<file path="config.mk">
export PLATFORM = sky130hd
export DESIGN_NAME = alu_op_sequencer
export DESIGN_NICKNAME = d
export VERILOG_FILES = /design/src/rtl/alu_seq_pkg.sv /design/src/rtl/alu_op_sequencer_hold_timer.sv /design/src/rtl/alu_op_sequencer.sv
export SDC_FILE = /design/constraint.sdc
export NUM_CORES = 1
export LEC_CHECK = 0
export BUFFER_PORTS_ARGS = -buffer_cell sky130_fd_sc_hd__buf_2
export CAP_MARGIN = 20
export CORE_AREA = 2 2 43 60
export DETAILED_ROUTE_END_ITERATION = 12
export DIE_AREA = 0 0 45 62
export PLACE_DENSITY = 0.79
export SYNTH_ARGS = -nofsm -noshare
export SYNTH_HDL_FRONTEND = slang
export SYNTH_SLANG_ARGS = --single-unit
</file>
<file path="constraint.sdc">
create_clock -name clk -period 4 [get_ports clk]
set_clock_uncertainty 0.05 [all_clocks]
set_input_delay 0.2 -clock clk [delete_from_list [all_inputs] [get_ports clk]]
set_output_delay 0.2 -clock clk [all_outputs]
set_load 0.02 [all_outputs]
</file>
<file path="src/rtl/alu_seq_pkg.sv">
// alu_seq_pkg: shared state encoding and display/op constants for the ALU op sequencer
package alu_seq_pkg;
    typedef enum logic [1:0] {IDLE, OPND, RES} state_t;
    localparam logic DISP_OPND = 1'b1;
    localparam logic DISP_RES = 1'b0;
    localparam logic [1:0] OP_FIRST = 2'd0;
    localparam logic [1:0] OP_LAST = 2'd3;
endpackage

</file>
<file path="src/rtl/alu_op_sequencer_hold_timer.sv">
// hold_timer: phase timer that pulses expire on the last cycle of each HOLD_CYCLES-long phase
// ports: clk, rst (sync, active-high), clear (reload for a new phase), en (phase running), expire (last-cycle pulse)
module hold_timer #(
    parameter int HOLD_CYCLES = 1000,
    localparam int CNT_W = $clog2(HOLD_CYCLES + 1)
) (
    input  logic clk,
    input  logic rst,
    input  logic clear,
    input  logic en,
    output logic expire
);
    localparam logic [CNT_W-1:0] LOAD = CNT_W'(HOLD_CYCLES - 1);
    logic [CNT_W-1:0] cnt;
    always_ff @(posedge clk) begin
        if (rst) cnt <= '0;
        else if (clear) cnt <= LOAD;
        else if (en && cnt != '0) cnt <= cnt - 1'b1;
    end
    assign expire = en && cnt == '0;
endmodule

</file>
<file path="src/rtl/alu_op_sequencer.sv">
// alu_op_sequencer: latches operands on start and steps the ALU/display through one or all four ops
// ports: clk, rst (sync, active-high), start/abort/mode/loop/op_in/a_in/b_in (requests and operands),
//        alu_a/alu_b/alu_sel (ALU drive), disp_sel (1 = operand view), busy, done (end-of-pass pulse)
module alu_op_sequencer
    import alu_seq_pkg::*;
#(
    parameter int HOLD_CYCLES = 1000
) (
    input  logic       clk,
    input  logic       rst,
    input  logic       start,
    input  logic       abort,
    input  logic       mode,
    input  logic       loop,
    input  logic [1:0] op_in,
    input  logic [2:0] a_in,
    input  logic [2:0] b_in,
    output logic [2:0] alu_a,
    output logic [2:0] alu_b,
    output logic [1:0] alu_sel,
    output logic       disp_sel,
    output logic       busy,
    output logic       done
);
    state_t state;
    logic mode_q, loop_q, expire;
    // Idle keeps the timer preloaded so the first phase after start is full length
    hold_timer #(.HOLD_CYCLES(HOLD_CYCLES)) u_timer (
        .clk(clk),
        .rst(rst),
        .clear(state == IDLE || abort || expire),
        .en(state != IDLE),
        .expire(expire)
    );
    always_ff @(posedge clk) begin
        if (rst) begin
            state <= IDLE;
            mode_q <= 1'b0;
            loop_q <= 1'b0;
            alu_a <= '0;
            alu_b <= '0;
            alu_sel <= OP_FIRST;
            disp_sel <= DISP_RES;
            busy <= 1'b0;
            done <= 1'b0;
        end else begin
            done <= 1'b0;
            if (state == IDLE) begin
                if (start && !abort) begin
                    state <= OPND;
                    mode_q <= mode;
                    loop_q <= loop;
                    alu_a <= a_in;
                    alu_b <= b_in;
                    alu_sel <= mode ? OP_FIRST : op_in;
                    disp_sel <= DISP_OPND;
                    busy <= 1'b1;
                end
            end else if (abort) begin
                state <= IDLE;
                busy <= 1'b0;
            end else if (expire) begin
                if (state == OPND) begin
                    state <= RES;
                    disp_sel <= DISP_RES;
                end else if (mode_q && alu_sel != OP_LAST) begin
                    state <= OPND;
                    alu_sel <= alu_sel + 1'b1;
                    disp_sel <= DISP_OPND;
                end else begin
                    done <= 1'b1;
                    if (loop_q) begin
                        // scan wraps OP_LAST -> OP_FIRST naturally; single keeps its op
                        state <= OPND;
                        alu_sel <= mode_q ? alu_sel + 1'b1 : alu_sel;
                        disp_sel <= DISP_OPND;
                    end else begin
                        state <= IDLE;
                        busy <= 1'b0;
                    end
                end
            end
        end
    end
endmodule

</file>
=== Word-level counts from Yosys, hierarchy flattened ===
Index checks and enable logic that the tools add are counted.

* $add $sub $neg: 2
* Equal/unequal tests: 8
* Multiplexer cells: 32
* Bitwise operators: 1
* Reduce and logical (&&, ||, !) cells: 24

{| class="wikitable"
|+ Operator list
! operator !! count
|-
| $mux W2 || 14
|-
| $mux W10 || 2
|-
| $mux W1 || 16
|-
| $logic_not A10 Y1 || 1
|-
| $reduce_bool A10 Y1 || 1
|-
| $sub A10 B1 Y10 const B || 1
|-
| $reduce_bool A3 Y1 || 3
|-
| $ne A3 B3 Y1 const B || 2
|-
| $reduce_and A6 Y1 || 1
|-
| $reduce_bool A2 Y1 || 3
|-
| $reduce_and A5 Y1 || 1
|-
| $reduce_or A5 Y1 || 1
|-
| $logic_and A1 B1 Y1 || 4
|-
| $ne A2 B1 Y1 const B || 2
|-
| $ne A2 B2 Y1 const B || 2
|-
| $reduce_and A2 Y1 || 2
|-
| $reduce_and A4 Y1 || 1
|-
| $reduce_bool A4 Y1 || 1
|-
| $ne A3 B2 Y1 const B || 1
|-
| $add A2 B1 Y2 const B || 1
|-
| $eq A2 B1 Y1 const B || 1
|-
| $logic_not A2 Y1 || 1
|-
| $logic_or A1 B1 Y1 || 2
|-
| $reduce_or A2 Y1 || 1
|-
| other kinds (2) || 2
|}

* Bits in registers: 25
* Output and inout bits: 11

=== Depth between registers and ports, before layout ===
Gate-level depths: netlist of the first run.

* Word-level depth: 8
* Depth in mapped cells: 6

=== By module ===
Synthesis of the first run repeated with hierarchy kept, for this count alone.

* Cell total of the unflattened synthesis: 149
* Area, all modules: 1262.5 µm²

{| class="wikitable"
|+ Modules (own cells, without submodules)
! module !! times used !! cells each !! area an instance (µm²)
|-
| alu_op_sequencer || 1 || 83 || 715.7
|-
| hold_timer || 1 || 66 || 546.8
|}

=== Least setup slack after synthesis of the first run ===
OpenSTA, ideal clock, no wires.

* Kind: register to register
* Start: register u_timer.cnt[0]
* End: register state[0]
* Library setup time: 0.134 ns
* Arrival: 1.419 ns
* Required time: 3.816 ns
* Slack: 2.397 ns
* Cell stages (with the launch flop): 7
* Period minus slack after synthesis: 1.603 ns
* Path through: dfxtp_1 -> inv_1 -> ha_1 -> nor4b_4 -> a311oi_2 -> a21o_1 -> a21oi_1

* Cells in the longest elaborated chain, start to end: 4

{| class="wikitable"
|+ Ends and longest elaborated chain
! item !! RTL line !! text
|-
| start: declaration || alu_op_sequencer_hold_timer.sv:14 || <nowiki>logic [CNT_W-1:0] cnt;</nowiki>
|-
| start signal: assignment || alu_op_sequencer_hold_timer.sv:18 || <nowiki>else if (en && cnt != '0) cnt <= cnt - 1'b1;</nowiki>
|-
| $logic_not A10 Y1 || alu_op_sequencer_hold_timer.sv:20 || <nowiki>assign expire = en && cnt == '0;</nowiki>
|-
| $logic_and A1 B1 Y1 || alu_op_sequencer_hold_timer.sv:20 ||
|-
| $reduce_bool A3 Y1 (no source line) || n/a ||
|-
| $reduce_and A2 Y1 (no source line) || n/a ||
|-
| end signal: assignment || alu_op_sequencer.sv:37 || <nowiki>state <= IDLE;</nowiki>
|-
| end signal: assignment || alu_op_sequencer.sv:50 || <nowiki>state <= OPND;</nowiki>
|-
| end signal: assignment || alu_op_sequencer.sv:60 || <nowiki>state <= IDLE;</nowiki>
|-
| end: declaration || alu_op_sequencer.sv:25 || <nowiki>state_t state;</nowiki>
|}

No other way between the ends.
A chain may end at the register's enable or synchronous reset.

=== Final worst setup path of the first run ===
* Start: register state[1]
* End: register alu_sel[1]

* Cells in the longest elaborated chain, start to end: 4

{| class="wikitable"
|+ Ends and longest elaborated chain
! item !! RTL line !! text
|-
| $reduce_bool A2 Y1 || alu_op_sequencer.sv:32 || <nowiki>.en(state != IDLE),</nowiki>
|-
| $logic_and A1 B1 Y1 || alu_op_sequencer_hold_timer.sv:20 ||
|-
| $reduce_bool A2 Y1 (no source line) || n/a ||
|-
| $reduce_and A6 Y1 (no source line) || n/a ||
|-
| end signal: assignment || alu_op_sequencer.sv:55 || <nowiki>alu_sel <= mode ? OP_FIRST : op_in;</nowiki>
|-
| end signal: assignment || alu_op_sequencer.sv:68 || <nowiki>alu_sel <= alu_sel + 1'b1;</nowiki>
|-
| end signal: assignment || alu_op_sequencer.sv:75 || <nowiki>alu_sel <= mode_q ? alu_sel + 1'b1 : alu_sel;</nowiki>
|-
| end: declaration || alu_op_sequencer.sv:20 || <nowiki>output logic [1:0] alu_sel,</nowiki>
|}

Parallel ways exist; a longest one is shown, timed or not.

==> impl_metrics.xml, run 1 <==
<?xml version="1.0" encoding="UTF-8"?>
<metrics>
  <group name="sta">
    <metric name="finalSetupTns" unit="ns">0</metric>
    <metric name="setup_repair_after_global_routing_missed_its_margin" unit="">no</metric>
    <metric name="max_clock_freq" unit="MHz">528</metric>
    <metric name="transition_time_of_the_tightest_slew_check_pin" unit="ns">0.736</metric>
    <metric name="finalCritPeriodShare" unit="">0.474</metric>
    <metric name="timing.hold.ws" unit="ns">0.0608</metric>
    <metric name="drv_slew" unit="">0</metric>
    <metric name="finalSetupViolCount" unit="">0</metric>
    <metric name="final_period_minus_worst_setup_slack" unit="ns">1.89</metric>
    <metric name="max-slew-margin-rel" unit="">0.509</metric>
    <metric name="report.final.hold_viol_count" unit="">0</metric>
  </group>
  <group name="die">
    <metric name="start_util" unit="">0.531</metric>
    <metric name="row_count" unit="">21</metric>
    <metric name="core-area" unit="mm2">0.00231</metric>
    <metric name="chipHeight" unit="um">62</metric>
    <metric name="die_x" unit="um">45</metric>
    <metric name="design.die.area" unit="mm2">0.00279</metric>
    <metric name="ios" unit="">25</metric>
  </group>
  <group name="worst_setup_path">
    <metric name="worstPathMaxFanout" unit="">11</metric>
    <metric name="worst-path-buf-inv" unit="">0</metric>
    <metric name="worstPathArrival" unit="ns">2.04</metric>
    <metric name="timing.critical_path.cells" unit="">or4b_1 &gt; o21ai_1 &gt; mux2i_1 &gt; o211ai_1</metric>
    <metric name="type_of_origin_of_the_critical_path" unit="">flip-flop</metric>
    <metric name="cp_slowest_stage_delay" unit="ns">0.74</metric>
    <metric name="worstRegToRegCells" unit="">4</metric>
    <metric name="rr_startpoint" unit="">state[1]</metric>
    <metric name="reg2reg_to" unit="">alu_sel[1]</metric>
    <metric name="worst-endpoint-required" unit="ns">4.15</metric>
    <metric name="slowest_stage" unit="">sky130_fd_sc_hd__or4b_1</metric>
    <metric name="setup_crit_end_kind" unit="">flip-flop</metric>
    <metric name="cp_top_family" unit="">simple AND/OR/NAND/NOR gates</metric>
    <metric name="path_class" unit="">reg2reg</metric>
    <metric name="timing.reg2reg.setup_slack" unit="ns">2.11</metric>
  </group>
  <group name="global_routing">
    <metric name="grt-ovfl-total" unit="">0</metric>
    <metric name="largest_net_degree_at_the_start_of_global_routing" unit="">26</metric>
    <metric name="grt_pass1_vias" unit="">1000</metric>
    <metric name="antenna_found_initial" unit="">0</metric>
    <metric name="grt_first_pass_wirelength" unit="mm">4.18</metric>
    <metric name="grt_use_total" unit="">0.204</metric>
  </group>
  <group name="route">
    <metric name="routed_wirelength" unit="mm">2.48</metric>
    <metric name="drt_iter0_markers" unit="">14</metric>
    <metric name="drtAntennaViolNets" unit="">0</metric>
    <metric name="via_per_inst" unit="">5.68</metric>
    <metric name="routed-via-count" unit="">1040</metric>
    <metric name="detail_route.wl_per_cell" unit="um">13.5</metric>
    <metric name="drc_errors" unit="">0</metric>
    <metric name="detail_route.first_pass.iterations" unit="">4</metric>
  </group>
  <group name="synthesis">
    <metric name="synth_cell_types" unit="">42</metric>
    <metric name="synth_xor_area_frac" unit="">0.0499</metric>
    <metric name="synth_area_in_compound_gates" unit="">0.162</metric>
    <metric name="synthDominantCellAreaShare" unit="">0.408</metric>
    <metric name="synth_nets" unit="">155</metric>
    <metric name="synth_top_family_by_area" unit="">simple AND/OR/NAND/NOR gates</metric>
    <metric name="yosys_register_bits" unit="">25</metric>
    <metric name="postSynthCellCount" unit="">138</metric>
    <metric name="portion_of_the_post_synthesis_area_used_by_sequential_elements" unit="">0.408</metric>
    <metric name="synth_top_area_cell" unit="">sky130_fd_sc_hd__dfxtp_1</metric>
    <metric name="yosys_warning_count" unit="">0</metric>
    <metric name="synth.mux.area_fraction" unit="">0.0163</metric>
    <metric name="yosys-top-cells-area" unit="">sky130_fd_sc_hd__dfxtp_1 41%, sky130_fd_sc_hd__nand2_1 7.6%, sky130_fd_sc_hd__a21oi_1 7.3%, sky130_fd_sc_hd__ha_1 3.1%, sky130_fd_sc_hd__xor2_1 2.9%</metric>
    <metric name="synth-async-reset-ratio" unit="">0</metric>
    <metric name="syn_area_per_cell" unit="um2">8.89</metric>
    <metric name="yosys.area_share.simple" unit="">0.291</metric>
    <metric name="post_synth_instance_area" unit="mm2">0.00123</metric>
    <metric name="synth_top_flop_cell" unit="">sky130_fd_sc_hd__dfxtp_1</metric>
    <metric name="synth-edff-count" unit="">0</metric>
    <metric name="synth_fa_ha_area_frac" unit="">0.0306</metric>
  </group>
  <group name="hold_path">
    <metric name="min_path_cells" unit="">3</metric>
    <metric name="timing.hold.worst.class" unit="">in2reg</metric>
    <metric name="hold_end" unit="">alu_b[1]</metric>
    <metric name="holdCritStartpoint" unit="">b_in[1]</metric>
  </group>
  <group name="clocking">
    <metric name="cts.htree.levels" unit="">1</metric>
    <metric name="post_cts.repair.setup_buffers" unit="">0</metric>
    <metric name="worstSkewPairLatency" unit="ns">0.31</metric>
    <metric name="tritoncts_clock_tree" unit="">built</metric>
    <metric name="worst_setup_hold_path_clk_slew" unit="ns">0.13</metric>
    <metric name="cts.path.max_buffers" unit="">2</metric>
    <metric name="total_number_of_clock_tree_sinks" unit="">25</metric>
    <metric name="cts_hold_fix_bufs" unit="">0</metric>
    <metric name="clk_root_buffer_cell" unit="">sky130_fd_sc_hd__clkbuf_4</metric>
    <metric name="ctsResizeCount" unit="">0</metric>
    <metric name="cts_inserted_buffers" unit="">3</metric>
  </group>
  <group name="power">
    <metric name="share_clk_of_total_power" unit="">0.246</metric>
    <metric name="p_leak" unit="uW">0.000537</metric>
    <metric name="total_power" unit="uW">446</metric>
    <metric name="vdd_drop_max" unit="V">0.000227</metric>
    <metric name="internal_power" unit="uW">326</metric>
    <metric name="power_density" unit="mW/mm2">325</metric>
    <metric name="combPwrFrac" unit="">0.145</metric>
    <metric name="netSwitchingFraction" unit="">0.269</metric>
    <metric name="netSwitchingPower" unit="uW">120</metric>
    <metric name="power.share.sequential" unit="">0.608</metric>
  </group>
  <group name="layout">
    <metric name="fillerInstances" unit="">230</metric>
    <metric name="layout.area.seq" unit="um2">500</metric>
    <metric name="antenna_cells" unit="">0</metric>
    <metric name="final_nets" unit="">178</metric>
    <metric name="drive_above_1_share" unit="">0.213</metric>
    <metric name="multi_input_comb_area" unit="um2">674</metric>
    <metric name="finish.instance_area" unit="mm2">0.00137</metric>
    <metric name="flow.area_growth_from_synthesis" unit="%">11.8</metric>
    <metric name="layout_common_cells" unit="">25 x sky130_fd_sc_hd__nand2_1, 25 x sky130_fd_sc_hd__dfxtp_1, 24 x sky130_fd_sc_hd__buf_2, 18 x sky130_fd_sc_hd__a21oi_1, 8 x sky130_fd_sc_hd__nor2_1</metric>
    <metric name="final_core_util" unit="">0.594</metric>
  </group>
  <group name="placed_design">
    <metric name="finalWeightedCongestion" unit="">0.867</metric>
    <metric name="post-dp-hpwl" unit="mm">1.91</metric>
    <metric name="io_buffers" unit="">24</metric>
    <metric name="dpl-instance-area" unit="mm2">0.00135</metric>
  </group>
  <group name="job">
    <metric name="timing.max_cap.violations" unit="">0</metric>
  </group>
  <group name="outcome">
    <metric name="outcome" unit="">complete, no violations</metric>
  </group>
</metrics>
layout make-up:
| type | instances | share of cell area |
|---|---|---|
| repair buffers | 24 | 0.0875 |
| multi-input cells | 101 | 0.491 |
| clock buffers | 4 | 0.0191 |
| inverters | 6 | 0.0164 |
| well taps | 23 | 0.0210 |
| flip-flops and latches | 25 | 0.365 |
sequential cells by signal, summed over array words and instances, names as in the netlist:
name	cells
loop_q	1
state	2
disp_sel	1
done	1
alu_a	3
mode_q	1
alu_sel	2
u_timer.cnt	10
alu_b	3
busy	1
worst register-to-register path, cell delays in order, from the launching register on:
cell                       delay (ns)
sky130_fd_sc_hd__dfxtp_1         0.38
sky130_fd_sc_hd__or4b_1          0.74
sky130_fd_sc_hd__o21ai_1         0.28
sky130_fd_sc_hd__mux2i_1         0.24
sky130_fd_sc_hd__o211ai_1        0.10
layer usage:
layer  part of all wire  up-vias  GRT usage  wire (um)
met3              0.024        4     0.0260         60
met1               0.41      496      0.230       1000
li1                   -      525          -          -
met4              0.013        0     0.0924         31
met5                  0        -          0          0
met2               0.56       15      0.376       1380
cell usage after synthesis, types with 2 or more instances:
cell type / number
sky130_fd_sc_hd__xor2_1: 4
sky130_fd_sc_hd__mux2i_1: 2
sky130_fd_sc_hd__ha_1: 3
sky130_fd_sc_hd__a21oi_1: 18
sky130_fd_sc_hd__nor2_1: 8
sky130_fd_sc_hd__nor3_1: 3
sky130_fd_sc_hd__inv_1: 6
sky130_fd_sc_hd__nand2_1: 25
sky130_fd_sc_hd__clkbuf_1: 4
sky130_fd_sc_hd__dfxtp_1: 25
sky130_fd_sc_hd__o211ai_1: 2
sky130_fd_sc_hd__nand3_1: 3
sky130_fd_sc_hd__xnor2_1: 3
sky130_fd_sc_hd__nor3b_1: 2
sky130_fd_sc_hd__nor2b_1: 3
stage by stage:
stage | cells | setup WS, ns
2_1_floorplan | 138 | 2.40
3_3_place_gp | 179 | 2.19
3_5_place_dp | 179 | 2.12
4_1_cts | 183 | 2.09
5_1_grt | 183 | 1.98
6_report | 183 | 2.11
power by group through the flow:
stage                     clock network, uW  logic (uW)  registers [uW]
after floorplan                           0        41.2             281
after global placement                    0        62.2             276
after detailed placement                  0        65.6             277
after CTS                               114        65.8             272
after global routing                    124        72.8             273
final                                   110        64.9             271
cells by family (layout without fill, tap and decap cells):
group / count (synthesis) / count (layout)
AOI/OAI and AO/OA: 30 / 30
xor gates and xnor gates: 7 / 7
adders and majority gates: 3 / 3
buffers and inverters: 12 / 34
DFF: 25 / 25
muxes: 2 / 2
and+or+nand+nor: 59 / 59
how the worst max path moves through the flow:
stage	startpoint	endpoint	slack [ns]	cells after the start
after detailed placement	abort	alu_sel[1]	2.12	5
after global placement	abort	alu_sel[1]	2.19	5
after CTS	state[1]	alu_sel[1]	2.09	4
after global routing	u_timer.cnt[0]	state[0]	1.98	6
final	state[1]	alu_sel[1]	2.11	4
after floorplan	u_timer.cnt[0]	state[0]	2.40	6
Note: power is estimated with default switching activity, not from simulation.
==> run 2, diff against run 1 <==
CORE_AREA = 2 2 44 62   (was 2 2 43 60)
DIE_AREA = 0 0 46 64   (was 0 0 45 62)
PLACE_DENSITY = 0.75   (was 0.79)
clock period = 1.8 ns   (was 4 ns; I/O delays follow)
==> impl_metrics.xml, run 2 (synthesized netlist as in run 1, its figures left out) <==
<?xml version="1.0" encoding="UTF-8"?>
<metrics>
  <group name="worst_setup_path">
    <metric name="path_class" unit="">reg2reg</metric>
    <metric name="type_of_origin_of_the_critical_path" unit="">flip-flop</metric>
    <metric name="worst-path-buf-inv" unit="">1</metric>
    <metric name="worstPathArrival" unit="ns">1.85</metric>
    <metric name="worstPathMaxFanout" unit="">10</metric>
    <metric name="worstRegToRegCells" unit="">6</metric>
    <metric name="setup_crit_end_kind" unit="">flip-flop</metric>
    <metric name="slowest_stage" unit="">sky130_fd_sc_hd__or3b_1</metric>
    <metric name="cp_top_family" unit="">simple AND/OR/NAND/NOR gates</metric>
    <metric name="worst-endpoint-required" unit="ns">1.99</metric>
    <metric name="timing.reg2reg.setup_slack" unit="ns">0.14</metric>
    <metric name="timing.critical_path.cells" unit="">inv_1 &gt; ha_1 &gt; nor4b_4 &gt; nand3_4 &gt; or3b_1 &gt; o211ai_1</metric>
    <metric name="reg2reg_to" unit="">alu_sel[1]</metric>
    <metric name="cp_slowest_stage_delay" unit="ns">0.38</metric>
    <metric name="rr_startpoint" unit="">u_timer.cnt[0]</metric>
  </group>
  <group name="power">
    <metric name="netSwitchingPower" unit="uW">265</metric>
    <metric name="power.share.sequential" unit="">0.599</metric>
    <metric name="combPwrFrac" unit="">0.163</metric>
    <metric name="power_density" unit="mW/mm2">676</metric>
    <metric name="internal_power" unit="uW">742</metric>
    <metric name="p_leak" unit="uW">0.000595</metric>
    <metric name="vdd_drop_max" unit="V">0.000474</metric>
    <metric name="share_clk_of_total_power" unit="">0.238</metric>
    <metric name="netSwitchingFraction" unit="">0.263</metric>
  </group>
  <group name="sta">
    <metric name="final_period_minus_worst_setup_slack" unit="ns">1.66</metric>
    <metric name="finalCritPeriodShare" unit="">0.919</metric>
    <metric name="setup_slack" unit="ns">0.145</metric>
    <metric name="drv_slew" unit="">0</metric>
    <metric name="transition_time_of_the_tightest_slew_check_pin" unit="ns">0.445</metric>
    <metric name="max-slew-margin-rel" unit="">0.703</metric>
    <metric name="finalSetupViolCount" unit="">0</metric>
    <metric name="report.final.hold_viol_count" unit="">0</metric>
    <metric name="setup_repair_after_global_routing_missed_its_margin" unit="">no</metric>
    <metric name="max_clock_freq" unit="MHz">604</metric>
    <metric name="finalSetupTns" unit="ns">0</metric>
  </group>
  <group name="layout">
    <metric name="antenna_cells" unit="">0</metric>
    <metric name="largest_register_ffs" unit="">10</metric>
    <metric name="final_nets" unit="">191</metric>
    <metric name="fillerInstances" unit="">211</metric>
    <metric name="layout.area.seq" unit="um2">500</metric>
    <metric name="drive_above_1_share" unit="">0.225</metric>
    <metric name="final_core_util" unit="">0.630</metric>
    <metric name="multi_input_comb_area" unit="um2">674</metric>
    <metric name="post_layout_nonfiller_instances" unit="">196</metric>
    <metric name="flow.area_growth_from_synthesis" unit="%">21.4</metric>
    <metric name="layout_common_cells" unit="">25 x sky130_fd_sc_hd__nand2_1, 25 x sky130_fd_sc_hd__dfxtp_1, 24 x sky130_fd_sc_hd__buf_2, 18 x sky130_fd_sc_hd__a21oi_1</metric>
    <metric name="top_register" unit="">u_timer.cnt</metric>
    <metric name="top_regs" unit="">u_timer.cnt: 10 flops, alu_a: 3 flops, alu_b: 3 flops</metric>
  </group>
  <group name="placed_design">
    <metric name="post-dp-hpwl" unit="mm">1.85</metric>
    <metric name="io_buffers" unit="">24</metric>
    <metric name="finalWeightedCongestion" unit="">0.789</metric>
    <metric name="dpl.cell_count" unit="">184</metric>
    <metric name="post_placement_setup_slack" unit="ns">0.145</metric>
  </group>
  <group name="die">
    <metric name="row_count" unit="">21</metric>
    <metric name="chipHeight" unit="um">64</metric>
    <metric name="core-area" unit="mm2">0.00236</metric>
    <metric name="ios" unit="">25</metric>
    <metric name="start_util" unit="">0.519</metric>
    <metric name="die_x" unit="um">46</metric>
    <metric name="design.die.area" unit="mm2">0.00294</metric>
  </group>
  <group name="route">
    <metric name="routed-via-count" unit="">1087</metric>
    <metric name="via_per_inst" unit="">5.55</metric>
    <metric name="detail_route.first_pass.iterations" unit="">4</metric>
    <metric name="drtAntennaViolNets" unit="">0</metric>
    <metric name="detail_route.wl_per_cell" unit="um">13.0</metric>
    <metric name="drt_iter0_markers" unit="">34</metric>
    <metric name="drc_errors" unit="">0</metric>
    <metric name="routed_wirelength" unit="mm">2.55</metric>
  </group>
  <group name="outcome">
    <metric name="outcome" unit="">complete, no violations</metric>
  </group>
  <group name="global_routing">
    <metric name="antenna_found_initial" unit="">0</metric>
    <metric name="grt_pass1_vias" unit="">1119</metric>
    <metric name="grt_use_total" unit="">0.197</metric>
    <metric name="grt_first_pass_wirelength" unit="mm">4.43</metric>
    <metric name="grt-ovfl-total" unit="">0</metric>
    <metric name="largest_net_degree_at_the_start_of_global_routing" unit="">26</metric>
  </group>
  <group name="clocking">
    <metric name="cts_inserted_buffers" unit="">3</metric>
    <metric name="cts.path.max_buffers" unit="">2</metric>
    <metric name="clk_root_buffer_cell" unit="">sky130_fd_sc_hd__clkbuf_4</metric>
    <metric name="ctsResizeCount" unit="">0</metric>
    <metric name="tritoncts_clock_tree" unit="">built</metric>
    <metric name="total_number_of_clock_tree_sinks" unit="">25</metric>
    <metric name="worstSkewPairLatency" unit="ns">0.31</metric>
    <metric name="cts.htree.levels" unit="">1</metric>
    <metric name="worst_setup_hold_path_clk_slew" unit="ns">0.13</metric>
  </group>
  <group name="hold_path">
    <metric name="timing.hold.worst.class" unit="">in2reg</metric>
    <metric name="min_path_cells" unit="">2</metric>
    <metric name="hold_end" unit="">done</metric>
    <metric name="holdCritStartpoint" unit="">abort</metric>
  </group>
  <group name="job">
    <metric name="timing.max_cap.violations" unit="">0</metric>
  </group>
</metrics>
-- run 2: cell types whose count changed in the layout (fill, tap and decap cells not counted) --
cell | previous run | this run
sky130_fd_sc_hd__buf_4 | 0 | 5
sky130_fd_sc_hd__dlygate4sd3_1 | 0 | 8
-- run 2: through the flow --
| stage | total power [uW] | cell area [um2] | hold slack (ns) |
|---|---|---|---|
| final | 1010 | 1490 | 0.107 |
| after floorplan | 717 | 1230 | 0.176 |
| after CTS | 1020 | 1490 | 0.0952 |
| after detailed placement | 767 | 1380 | 0.289 |
| after global placement | 761 | 1380 | 0.280 |
| after global routing | 1060 | 1490 | 0.121 |
-- run 2: what timing repair did --
item / CTS / global route
hold buffers: 8 / 0
setup buffers: 0 / 0
hold endpoints to repair: 8 / 0
-- run 2: worst max path at each step --
| stage | cells past startpoint | startpoint | endpoint | slack, ns |
|---|---|---|---|---|
| global placement | 4 | state[1] | alu_sel[1] | 0.20 |
| finish | 6 | u_timer.cnt[0] | alu_sel[1] | 0.14 |
| global route | 6 | u_timer.cnt[0] | alu_sel[1] | 0.007 |
| floorplan | 6 | u_timer.cnt[0] | state[0] | 0.20 |
| detailed placement | 4 | state[1] | alu_sel[1] | 0.14 |
| CTS | 4 | state[1] | alu_sel[1] | 0.13 |
-- run 2: area by class of cell --
type | count | area share
Sequential cell | 25 | 0.336
Tap cell | 23 | 0.0193
Clock buffer | 4 | 0.0176
Multi-Input combinational cell | 101 | 0.453
Inverter | 6 | 0.0151
Timing Repair Buffer | 37 | 0.160
-- run 2: power groups by stage --
stage	registers [uW]	clock network [uW]	logic (uW)
after floorplan	625	0	91.6
after global placement	614	0	147
after detailed placement	615	0	152
after CTS	603	249	165
after global routing	607	272	185
final	603	239	164
-- run 2: metal layers --
layer  wire (um)  track usage
met5           0            0
met4          20       0.0750
met3          51       0.0282
met2        1410        0.356
met1        1070        0.216
==> run 3, diff against run 2 <==
ABC_CLOCK_PERIOD_IN_PS = 1800   (was default)
CORE_AREA = 2 2 45 63   (was 2 2 44 62)
DIE_AREA = 0 0 47 65   (was 0 0 46 64)
PLACE_DENSITY = 0.74   (was 0.75)
SYNTH_HIERARCHICAL = 1   (was default)
==> impl_metrics.xml, run 3 <==
<?xml version="1.0" encoding="UTF-8"?>
<metrics>
  <group name="outcome">
    <metric name="outcome" unit="">finished with violations</metric>
    <metric name="failed_checks" unit="">setup timing</metric>
  </group>
  <group name="worst_setup_path">
    <metric name="worst-endpoint-required" unit="ns">2.01</metric>
    <metric name="crit_start" unit="">u_timer/cnt[5]</metric>
    <metric name="slowest_stage" unit="">sky130_fd_sc_hd__or3_4</metric>
    <metric name="reg2reg_to" unit="">u_timer/cnt[8]</metric>
    <metric name="worstRegToRegCells" unit="">8</metric>
    <metric name="path_class" unit="">reg2reg</metric>
    <metric name="setup_crit_end_kind" unit="">flip-flop</metric>
    <metric name="rr_startpoint" unit="">u_timer/cnt[5]</metric>
    <metric name="timing.critical_path.cells" unit="">or3_4 &gt; or2_4 &gt; nor2_4 &gt; or2_4 &gt; nand2b_4 &gt; inv_2 &gt; o31a_1 &gt; a21oi_1</metric>
    <metric name="worstPathMaxFanout" unit="">6</metric>
    <metric name="timing.reg2reg.setup_slack" unit="ns">-0.07</metric>
    <metric name="type_of_origin_of_the_critical_path" unit="">flip-flop</metric>
    <metric name="cp_slowest_stage_delay" unit="ns">0.40</metric>
    <metric name="critPathCapture" unit="">u_timer/cnt[8]</metric>
    <metric name="worstPathArrival" unit="ns">2.08</metric>
    <metric name="timing.critical_path.mode_cell" unit="">sky130_fd_sc_hd__or2_4</metric>
  </group>
  <group name="layout">
    <metric name="largest_register_ffs" unit="">10</metric>
    <metric name="top_register" unit="">u_timer/cnt</metric>
    <metric name="final_nets" unit="">225</metric>
    <metric name="antenna_cells" unit="">0</metric>
    <metric name="post_layout_nonfiller_instances" unit="">244</metric>
    <metric name="top_regs" unit="">u_timer/cnt: 10 flops, alu_a: 3 flops, alu_b: 3 flops</metric>
    <metric name="flow.area_growth_from_synthesis" unit="%">44.0</metric>
    <metric name="layout_common_cells" unit="">27 x sky130_fd_sc_hd__buf_4, 24 x sky130_fd_sc_hd__buf_2, 23 x sky130_fd_sc_hd__nand2_1, 20 x sky130_fd_sc_hd__dfxtp_1, 16 x sky130_fd_sc_hd__a21oi_1</metric>
    <metric name="drive_above_1_share" unit="">0.413</metric>
    <metric name="final_core_util" unit="">0.718</metric>
    <metric name="layout_commonest_cell" unit="">sky130_fd_sc_hd__buf_4</metric>
  </group>
  <group name="sta">
    <metric name="transition_time_of_the_tightest_slew_check_pin" unit="ns">0.513</metric>
    <metric name="finalCritPeriodShare" unit="">1.04</metric>
    <metric name="max-slew-margin-rel" unit="">0.658</metric>
    <metric name="setup_repair_after_global_routing_missed_its_margin" unit="">yes</metric>
    <metric name="setup_slack" unit="ns">-0.0737</metric>
    <metric name="finalSetupViolCount" unit="">9</metric>
    <metric name="final_period_minus_worst_setup_slack" unit="ns">1.87</metric>
    <metric name="report.final.hold_viol_count" unit="">0</metric>
    <metric name="max_clock_freq" unit="MHz">534</metric>
    <metric name="drv_slew" unit="">0</metric>
    <metric name="finalSetupTns" unit="ns">-0.322</metric>
  </group>
  <group name="die">
    <metric name="chipHeight" unit="um">65</metric>
    <metric name="row_count" unit="">22</metric>
    <metric name="start_util" unit="">0.499</metric>
    <metric name="core-area" unit="mm2">0.00253</metric>
    <metric name="design.die.area" unit="mm2">0.00306</metric>
    <metric name="ios" unit="">25</metric>
    <metric name="die_x" unit="um">47</metric>
  </group>
  <group name="global_routing">
    <metric name="largest_net_degree_at_the_start_of_global_routing" unit="">26</metric>
    <metric name="antenna_found_initial" unit="">0</metric>
    <metric name="grt_use_total" unit="">0.247</metric>
    <metric name="grt_pass1_vias" unit="">1302</metric>
    <metric name="grt-ovfl-total" unit="">0</metric>
    <metric name="grt_first_pass_wirelength" unit="mm">5.66</metric>
  </group>
  <group name="clocking">
    <metric name="cts.path.max_buffers" unit="">2</metric>
    <metric name="cts_inserted_buffers" unit="">3</metric>
    <metric name="total_number_of_clock_tree_sinks" unit="">25</metric>
    <metric name="cts.htree.levels" unit="">1</metric>
    <metric name="clk_root_buffer_cell" unit="">sky130_fd_sc_hd__clkbuf_4</metric>
    <metric name="tritoncts_clock_tree" unit="">built</metric>
    <metric name="worstSkewPairLatency" unit="ns">0.32</metric>
    <metric name="worst_setup_hold_path_clk_slew" unit="ns">0.14</metric>
  </group>
  <group name="synthesis">
    <metric name="postSynthCellCount" unit="">149</metric>
    <metric name="post_synth_instance_area" unit="mm2">0.00126</metric>
    <metric name="synth_cell_types" unit="">42</metric>
    <metric name="yosys_warning_count" unit="">6</metric>
    <metric name="synth_top_area_cell" unit="">sky130_fd_sc_hd__dfxtp_1</metric>
    <metric name="most_repeated_cell_in_the_gate_level_netlist_after_synthesis" unit="">sky130_fd_sc_hd__dfxtp_1</metric>
    <metric name="top_cell_types_by_occurrence_after_synthesis" unit="">25 x sky130_fd_sc_hd__dfxtp_1, 23 x sky130_fd_sc_hd__nand2_1, 18 x sky130_fd_sc_hd__a21oi_1</metric>
    <metric name="synth-edff-count" unit="">0</metric>
    <metric name="yosys_register_bits" unit="">25</metric>
    <metric name="synth_top_flop_cell" unit="">sky130_fd_sc_hd__dfxtp_1</metric>
    <metric name="yosys-top-cells-area" unit="">sky130_fd_sc_hd__dfxtp_1 40%, sky130_fd_sc_hd__a21oi_1 7.1%, sky130_fd_sc_hd__nand2_1 6.8%, sky130_fd_sc_hd__or3_1 3.5%, sky130_fd_sc_hd__o31ai_1 3.0%</metric>
    <metric name="synth_nets" unit="">165</metric>
    <metric name="portion_of_the_post_synthesis_area_used_by_sequential_elements" unit="">0.396</metric>
    <metric name="synth-async-reset-ratio" unit="">0</metric>
    <metric name="synthDominantCellAreaShare" unit="">0.396</metric>
    <metric name="syn_area_per_cell" unit="um2">8.47</metric>
  </group>
  <group name="placed_design">
    <metric name="finalWeightedCongestion" unit="">0.911</metric>
    <metric name="dpl.cell_count" unit="">227</metric>
    <metric name="post-dp-hpwl" unit="mm">2.46</metric>
    <metric name="io_buffers" unit="">24</metric>
  </group>
  <group name="power">
    <metric name="total_power" unit="uW">1130</metric>
    <metric name="power_density" unit="mW/mm2">623</metric>
    <metric name="p_leak" unit="uW">0.000746</metric>
    <metric name="vdd_drop_max" unit="V">0.000708</metric>
  </group>
  <group name="route">
    <metric name="via_per_inst" unit="">5.48</metric>
    <metric name="drt_iter0_markers" unit="">34</metric>
    <metric name="routed_wirelength" unit="mm">3.53</metric>
    <metric name="routed-via-count" unit="">1337</metric>
    <metric name="drc_errors" unit="">0</metric>
    <metric name="detail_route.wl_per_cell" unit="um">14.5</metric>
    <metric name="drtAntennaViolNets" unit="">0</metric>
    <metric name="detail_route.first_pass.iterations" unit="">4</metric>
  </group>
  <group name="hold_path">
    <metric name="timing.hold.worst.class" unit="">in2reg</metric>
  </group>
  <group name="job">
    <metric name="timing.max_cap.violations" unit="">0</metric>
  </group>
</metrics>
[run 3: cell count changes in the layout (fill, tap and decap cells not counted), moves of 4 or more]
cell                      before  now
sky130_fd_sc_hd__buf_4         5   27
sky130_fd_sc_hd__dfxtp_1      25   20
sky130_fd_sc_hd__dfxtp_2       0    5
sky130_fd_sc_hd__o21ai_0       1    6
sky130_fd_sc_hd__o31ai_1       0    5
sky130_fd_sc_hd__nor2_1        8    4
sky130_fd_sc_hd__or3_1         1    5
sky130_fd_sc_hd__xor2_1        4    0
[run 3: critical path, delay by kind of cell (launching register included)]
family                 cells  cell delay, ns
buffers and inverters      1            0.07
flip-flops                 1            0.35
AO/OA/AOI/OAI              2            0.24
AND/OR/NAND/NOR            5            1.09
[run 3: repair_timing]
action                                  4_1_cts  5_1_grt
hold buffers                                  9        0
buffers inserted                              2        2
pin swaps                                     1       10
resized for setup                             6        9
endpoints found under the setup margin       10       13
hold endpoints to repair                     10        0
[run 3: worst min path at each step]
stage | slack (ns) | startpoint | depth (start not counted) | endpoint
5_1_grt | 0.05 | abort | 3 | state[0]
3_3_place_gp | 0.28 | b_in[0] | 3 | alu_b[0]
2_1_floorplan | 0.11 | rst | 1 | alu_sel[0]
4_1_cts | 0.06 | abort | 3 | state[0]
6_report | 0.07 | abort | 3 | state[0]
3_5_place_dp | 0.29 | a_in[0] | 3 | alu_a[0]
[run 3: layer usage]
metal / part of all wire / GRT usage / wire length (um) / vias up
li1: - / - / - / 664
met1: 0.40 / 0.284 / 1400 / 649
met2: 0.57 / 0.445 / 2020 / 18
met3: 0.018 / 0.0418 / 64 / 6
met4: 0.012 / 0.0625 / 41 / 0
met5: 0 / 0 / 0 / -
[run 3: cell families after synthesis]
kind of cell | count (synthesis) | share of synthesized area
muxes | 3 | 0.0287
DFF | 25 | 0.396
AOI/OAI and AO/OA | 48 | 0.261
and+or+nand+nor | 56 | 0.239
xor gates and xnor gates | 1 | 0.00694
buffers and inverters | 14 | 0.0486
adders and majority gates | 2 | 0.0198
[run 3: metrics by stage]
step	hold WS (ns)	cell area [um2]	setup WS [ns]
global route	0.0522	1820	-0.129
floorplan	0.108	1320	-0.0577
global placement	0.280	1620	-0.0171
CTS	0.0578	1780	-0.0531
finish	0.0684	1820	-0.0737
detailed placement	0.291	1620	-0.0445
[run 3: where the power goes]
part | internal (uW) | leakage (uW) | switching, uW
Sequential | 584 | 0.000207 | 21.4
Clock | 83.3 | 0.0000177 | 171
Combinational | 136 | 0.000522 | 137
Total | 803 | 0.000746 | 330
[run 3: area by class of cell]
type	instances	area, um2
sequential	25	507
tap	36	45.0
inverter	9	38.8
multi-input combinational	110	787
clock inverter	1	5.00
fill	206	714
timing repair buffer	60	413
clock buffer	3	22.5
